## src/rtl/aftab_booth_divider_if.sv

```systemverilog
// Handshake and data bundle for the AAU sequential signed divider.
interface aftab_booth_divider_if #(
    parameter int size = 33
);
    logic            start;
    logic [size-1:0] Dividend;
    logic [size-1:0] Divisor;
    logic [size-1:0] Q;
    logic [size-1:0] R;
    logic            busy;
    logic            done;
    logic            dbz;

    modport master (
        output start, Dividend, Divisor,
        input  Q, R, busy, done, dbz
    );

    modport slave (
        input  start, Dividend, Divisor,
        output Q, R, busy, done, dbz
    );
endinterface

```

## src/rtl/aftab_booth_divider.sv

```systemverilog
// Sequential signed divider: magnitude restoring division, one quotient bit
// per clock, followed by a sign-correction step. Operands arrive already
// sign- or zero-extended, so the same block covers DIV/DIVU/REM/REMU.
module aftab_booth_divider #(
    parameter int size = 33
) (
    input logic                  clk,
    input logic                  rst,
    aftab_booth_divider_if.slave bus
);
    localparam int CW = $clog2(size);
    localparam logic [CW-1:0]   LAST   = CW'(size - 1);
    localparam logic [size-1:0] MINVAL = {1'b1, {(size-1){1'b0}}};

    typedef enum logic [2:0] {IDLE, INIT, ITER, FIX, DONE} state_t;

    state_t          state, stateNext;
    logic [size-1:0] dividendReg, divisorReg;
    logic [size-1:0] absDivisor;
    logic [size-1:0] qsr;
    logic [size:0]   rem;
    logic [CW-1:0]   count;
    logic [size:0]   shifted;
    logic [size:0]   trial;
    logic            signDiff;
    logic            overflow;

    // Unsigned magnitude; the most negative value maps to 2^(size-1).
    function automatic logic [size-1:0] absVal(input logic [size-1:0] x);
        return x[size-1] ? -x : x;
    endfunction

    assign shifted  = {rem[size-1:0], qsr[size-1]};
    assign trial    = shifted - {1'b0, absDivisor};
    assign signDiff = dividendReg[size-1] ^ divisorReg[size-1];
    assign overflow = (dividendReg == MINVAL) && (divisorReg == '1);

    // State register.
    always_ff @(posedge clk) begin
        if (!rst) state <= IDLE;
        else      state <= stateNext;
    end

    // Next-state decode.
    always_comb begin
        stateNext = state;
        case (state)
            IDLE:    if (bus.start) stateNext = INIT;
            INIT:    stateNext = (divisorReg == '0) ? DONE : ITER;
            ITER:    if (count == LAST) stateNext = FIX;
            FIX:     stateNext = DONE;
            DONE:    stateNext = IDLE;
            default: stateNext = IDLE;
        endcase
    end

    // Datapath and registered outputs; busy/done follow the upcoming state
    // so they line up with the state they describe without comb outputs.
    always_ff @(posedge clk) begin
        if (!rst) begin
            dividendReg <= '0;
            divisorReg  <= '0;
            absDivisor  <= '0;
            qsr         <= '0;
            rem         <= '0;
            count       <= '0;
            bus.Q       <= '0;
            bus.R       <= '0;
            bus.dbz     <= 1'b0;
            bus.busy    <= 1'b0;
            bus.done    <= 1'b0;
        end else begin
            case (state)
                IDLE: begin
                    if (bus.start) begin
                        dividendReg <= bus.Dividend;
                        divisorReg  <= bus.Divisor;
                    end
                end
                INIT: begin
                    if (divisorReg == '0) begin
                        bus.Q   <= '1;
                        bus.R   <= dividendReg;
                        bus.dbz <= 1'b1;
                    end else begin
                        absDivisor <= absVal(divisorReg);
                        qsr        <= absVal(dividendReg);
                        rem        <= '0;
                        count      <= '0;
                        bus.dbz    <= 1'b0;
                    end
                end
                ITER: begin
                    // Restore by keeping the shifted value when the trial goes negative.
                    if (!trial[size]) begin
                        rem <= trial;
                        qsr <= {qsr[size-2:0], 1'b1};
                    end else begin
                        rem <= shifted;
                        qsr <= {qsr[size-2:0], 1'b0};
                    end
                    count <= count + CW'(1);
                end
                FIX: begin
                    bus.dbz <= 1'b0;
                    if (overflow) begin
                        bus.Q <= dividendReg;
                        bus.R <= '0;
                    end else begin
                        bus.Q <= signDiff ? -qsr : qsr;
                        bus.R <= dividendReg[size-1] ? -rem[size-1:0] : rem[size-1:0];
                    end
                end
                default: ;
            endcase
            bus.busy <= (stateNext != IDLE);
            bus.done <= (stateNext == DONE);
        end
    end
endmodule
```

## src/flat_wrapper.sv

```systemverilog
// flat-port wrapper written by rule: the top's interface ports become plain ports
module aftab_booth_divider_flat 
#(
    parameter int size = 33
)
  (clk, rst, bus_start, bus_Dividend, bus_Divisor, bus_Q, bus_R, bus_busy, bus_done, bus_dbz);
  aftab_booth_divider_if #(.size(size)) bus_i ();
  input logic clk;
  input logic rst;
  input wire logic [$bits(bus_i.start)-1:0] bus_start;
  input wire logic [$bits(bus_i.Dividend)-1:0] bus_Dividend;
  input wire logic [$bits(bus_i.Divisor)-1:0] bus_Divisor;
  output wire logic [$bits(bus_i.Q)-1:0] bus_Q;
  output wire logic [$bits(bus_i.R)-1:0] bus_R;
  output wire logic [$bits(bus_i.busy)-1:0] bus_busy;
  output wire logic [$bits(bus_i.done)-1:0] bus_done;
  output wire logic [$bits(bus_i.dbz)-1:0] bus_dbz;
  assign bus_i.start = bus_start;
  assign bus_i.Dividend = bus_Dividend;
  assign bus_i.Divisor = bus_Divisor;
  assign bus_Q = bus_i.Q;
  assign bus_R = bus_i.R;
  assign bus_busy = bus_i.busy;
  assign bus_done = bus_i.done;
  assign bus_dbz = bus_i.dbz;
  aftab_booth_divider #(.size(size)) u_core (.clk(clk), .rst(rst), .bus(bus_i));
endmodule
```

## config.mk

```make
export PLATFORM = sky130hd
export DESIGN_NAME = aftab_booth_divider_flat
export DESIGN_NICKNAME = d
export VERILOG_FILES = /design/src/rtl/aftab_booth_divider_if.sv /design/src/rtl/aftab_booth_divider.sv /design/src/flat_wrapper.sv
export SDC_FILE = /design/constraint.sdc
export NUM_CORES = 1
export LEC_CHECK = 0
export BUFFER_PORTS_ARGS = -buffer_cell sky130_fd_sc_hd__buf_2
export CAP_MARGIN = 10
export CORE_MARGIN = 1
export CORE_UTILIZATION = 55
export DETAILED_ROUTE_END_ITERATION = 8
export PLACE_DENSITY = 0.83
export SYNTH_ARGS = -nofsm -noshare
export SYNTH_HDL_FRONTEND = slang
export SYNTH_SLANG_ARGS = --single-unit
```

## constraint.sdc

```tcl
create_clock -name clk -period 3.6 [get_ports clk]
set_clock_uncertainty 0.15 [all_clocks]
set_input_delay 0.72 -clock clk [delete_from_list [all_inputs] [get_ports clk]]
set_output_delay 0.72 -clock clk [all_outputs]
set_load 0.05 [all_outputs]
```

==> impl_metrics.yaml <==
floorplanning:
  fp.dieW_microns: 160
  core_sq_um: 24400
  initial_core_util: 0.562
  die_h_microns: 160
  design.die.area_sq_um: 25600
  rows: 57
  ios: 138
drt:
  drt_iter0_drc: 1397
  finalWirelength_mm: 40.8
  antenna_left: 0
  dr_total_vias: 13350
  firstDrtPassIters: 6
  route.detailed.drc: 0
  drt-vias-per-instance: 6.02
  post_drt_wl_per_cell_microns: 18.4
power_and_ir_drop:
  pwr-share-clk: 0.365
  p_sw_uw: 2540
  p_int_uw: 5370
  p_leak_uw: 0.00643
  power_density_nw_per_um2: 502
  seqPwrFrac: 0.382
  switching_share: 0.321
  ir_drop_mv: 0.366
  comb_power_share: 0.253
sta:
  hold_viol: 0
  worst_slew_margin_rel: 0.334
  tightest_slew_ns: 0.999
  fin_crit_ns: 3.41
  rsz0062_at_grt: "no"
  final-setup-viol-count: 0
  slew_violations: 0
  period_share: 0.948
  setup-tns-final_ns: 0
  timing.fmax_mhz: 293
global_route:
  grtUsageTotal: 0.312
  grt_pass1_wl_mm: 64.9
  grt_pass1_vias: 12199
  overflow: 0
  grt_max_degree: 69
  antenna_found_initial: 1
logic_synthesis:
  syn_area_sq_um: 13700
  yosys_most_used_dff: "dfxtp_1"
  yosysSeqAreaShare: 0.355
  ys_warn_count: 0
  synth_async_sr_flop_share: 0
  syn_nets: 1883
  syn_avg_cell_area_sq_um: 7.74
  ys_types: 72
  synth-seq-cells: 243
  synth-edff-count: 0
  syn_inst: 1773
min_path:
  min_path_type: "in -> reg"
  hp-start: "bus_Dividend[27]"
cts:
  clk_pin_slew_worst_paths_ns: 0.06
  cts_tree: "built"
  clk_latency_ns: 0.56
  cts_buffers: 26
  post_cts_buffers: 0
  cts_buffer_depth: 3
  htree_levels: 1
  cts_sinks: 243
  cts_root_buf: "clkbuf_16"
setup_path:
  cp-end-kind: "register"
  worstPathRequired_ns: 3.85
  cp_max_fo: 26
  crit_arrival_ns: 3.66
  path_common_cell: "or3_1"
  cp_slowest_cell: "or4_1"
  r2r-start: "u_core.divisorReg[13]$_SDFFE_PN0P_"
  crit_chain: "or4_1, or3_1, nor4_2, nand3_2, or3_1, buf_4, o21ai_0, a21oi_1"
  critical_path_class: "reg -> reg"
  slowest_delay_ns: 0.55
  startpoint: "u_core.divisorReg[13]$_SDFFE_PN0P_"
  critical_path.startpoint_type: "register"
final_layout:
  synthToLayoutAreaGrowth_pct: 14.8
  final_area_sq_um: 15700
  fin_nets: 1983
  drive_gt1_frac: 0.141
  diodes: 0
placed_design:
  dpl.hpwl_mm: 29.7
  io_buffers: 137
  gp_congestion: 1.01
  place_area_sq_um: 14800
outcome:
  status: "completed"
run:
  drv_cap: 0
metal layers:
layer	part of all wire	vias to the layer above	GRT usage
met4	0.029	2	0.0991
li1	-	6470	-
met3	0.11	79	0.0730
met5	0.00020	-	0
met2	0.42	637	0.463
met1	0.44	6162	0.446
critical path: cells and delay by family (launching register included):
kind / cells / cell delay [ns]
simple gates: 5 / 1.96
compound gates: 2 / 0.50
flops: 1 / 0.37
buf+inv: 1 / 0.27
path summary, 6_finish.rpt:
kind / endpoint / slack [ns] / cells past startpoint
worst max-delay path: u_core.bus.R[2]$_SDFFE_PN0P_ / 0.19 / 8
worst min-delay path: u_core.dividendReg[27]$_SDFFE_PN0P_ / 0.25 / 3
worst max register to register: u_core.bus.R[2]$_SDFFE_PN0P_ / 0.19 / 8
worst min register to register: u_core.absDivisor[17]$_SDFFE_PN0P_ / 0.34 / 2
repair_timing:
action,4_1_cts,5_1_grt
hold endpoints to repair,0,0
resized for setup,0,4
hold buffers,0,0
endpoints found under the setup margin,0,3
placed cells by master (no fill, tap or decap), drive strengths merged, types with 6 or more instances in the layout:
master / count
or3: 20
o211ai: 11
o21ai: 120
o221ai: 8
nor2: 125
nor4: 19
nor3: 57
nand2b: 18
nand4: 19
xor2: 65
nand3: 19
o41ai: 17
or4: 14
inv: 67
clkbuf: 36
xnor2: 88
a221oi: 14
a31oi: 8
o31ai: 24
buf: 187
o22ai: 10
a211oi: 33
a21oi: 209
dfxtp: 243
or2: 9
o21a: 7
ha: 40
mux2i: 27
nand2: 268
clkinv: 6
a21o: 22
a22oi: 20
and2: 8
layout make-up:
cell class	instances	area, sq um
repair buffers	187	1110
well taps	324	405
clock inverters	12	178
flip-flops and latches	243	4870
clock buffers	36	748
inverters	66	250
fillers	2130	8650
multi-input cells	1349	8190
registers in the layout (all words and copies together), names as in the netlist:
| name | count |
|---|---|
| u_core.count | 6 |
| u_core.bus.busy | 1 |
| u_core.divisorReg | 33 |
| u_core.rem | 33 |
| u_core.bus.done | 1 |
| u_core.state | 3 |
| u_core.absDivisor | 33 |
| u_core.qsr | 33 |
| u_core.bus.R | 33 |
| u_core.dividendReg | 33 |
| u_core.bus.Q | 33 |
| u_core.bus.dbz | 1 |
synthesized netlist by cell type (5+ instances only):
master	count	area (sq um)
a211oi_1	33	248
a21o_1	22	165
a21oi_1	209	1050
a221oi_1	14	123
a22oi_1	20	150
a31oi_1	8	50.1
and2_1	8	50.1
buf_1	9	33.8
buf_2	17	85.1
clkbuf_1	89	334
dfxtp_1	243	4860
ha_1	40	500
inv_1	65	244
mux2i_1	27	270
nand2_1	267	1000
nand2b_1	18	113
nand3_1	18	90.1
nand4_1	19	119
nor2_1	124	465
nor3_1	55	275
nor4_1	14	87.6
nor4_2	5	62.6
o211ai_1	11	82.6
o21a_1	7	52.6
o21ai_0	116	581
o221ai_1	8	70.1
o22ai_1	10	62.6
o31ai_1	24	180
o41ai_1	15	131
or2_2	7	43.8
or3_1	19	119
or4_1	13	97.6
xnor2_1	88	771
xor2_1	65	569
metrics by stage:
step                      hold slack [ns]  power (uW)  std cells  setup WS (ns)  utilization
after detailed placement            0.322        5010       2169          0.177        0.607
after global routing                0.256        8230       2217        0.00777        0.646
after global placement              0.311        4980       2169          0.231        0.607
final                               0.247        7900       2217          0.189        0.646
after floorplan                     0.290        4490       1773          0.522            -
after CTS                           0.240        7880       2217          0.143        0.645
logic make-up (layout without fill, tap and decap cells):
group,count (synthesis),in the layout,share of synthesized area
and+or+nand+nor,594,594,0.201
AOI/OAI and AO/OA,534,534,0.238
adders and majority gates,41,41,0.0379
buffers and inverters,181,301,0.0511
xor gates and xnor gates,153,153,0.0977
DFF,243,243,0.355
muxes,27,27,0.0197
power by group through the flow:
stage | Clock [uW] | Combinational (uW) | Sequential (uW)
2_1_floorplan | 0 | 1420 | 3070
3_3_place_gp | 0 | 1920 | 3050
3_5_place_dp | 0 | 1950 | 3060
4_1_cts | 2910 | 1970 | 3000
5_1_grt | 3010 | 2190 | 3030
6_report | 2890 | 2000 | 3020
(Power assumes the default switching activity.)
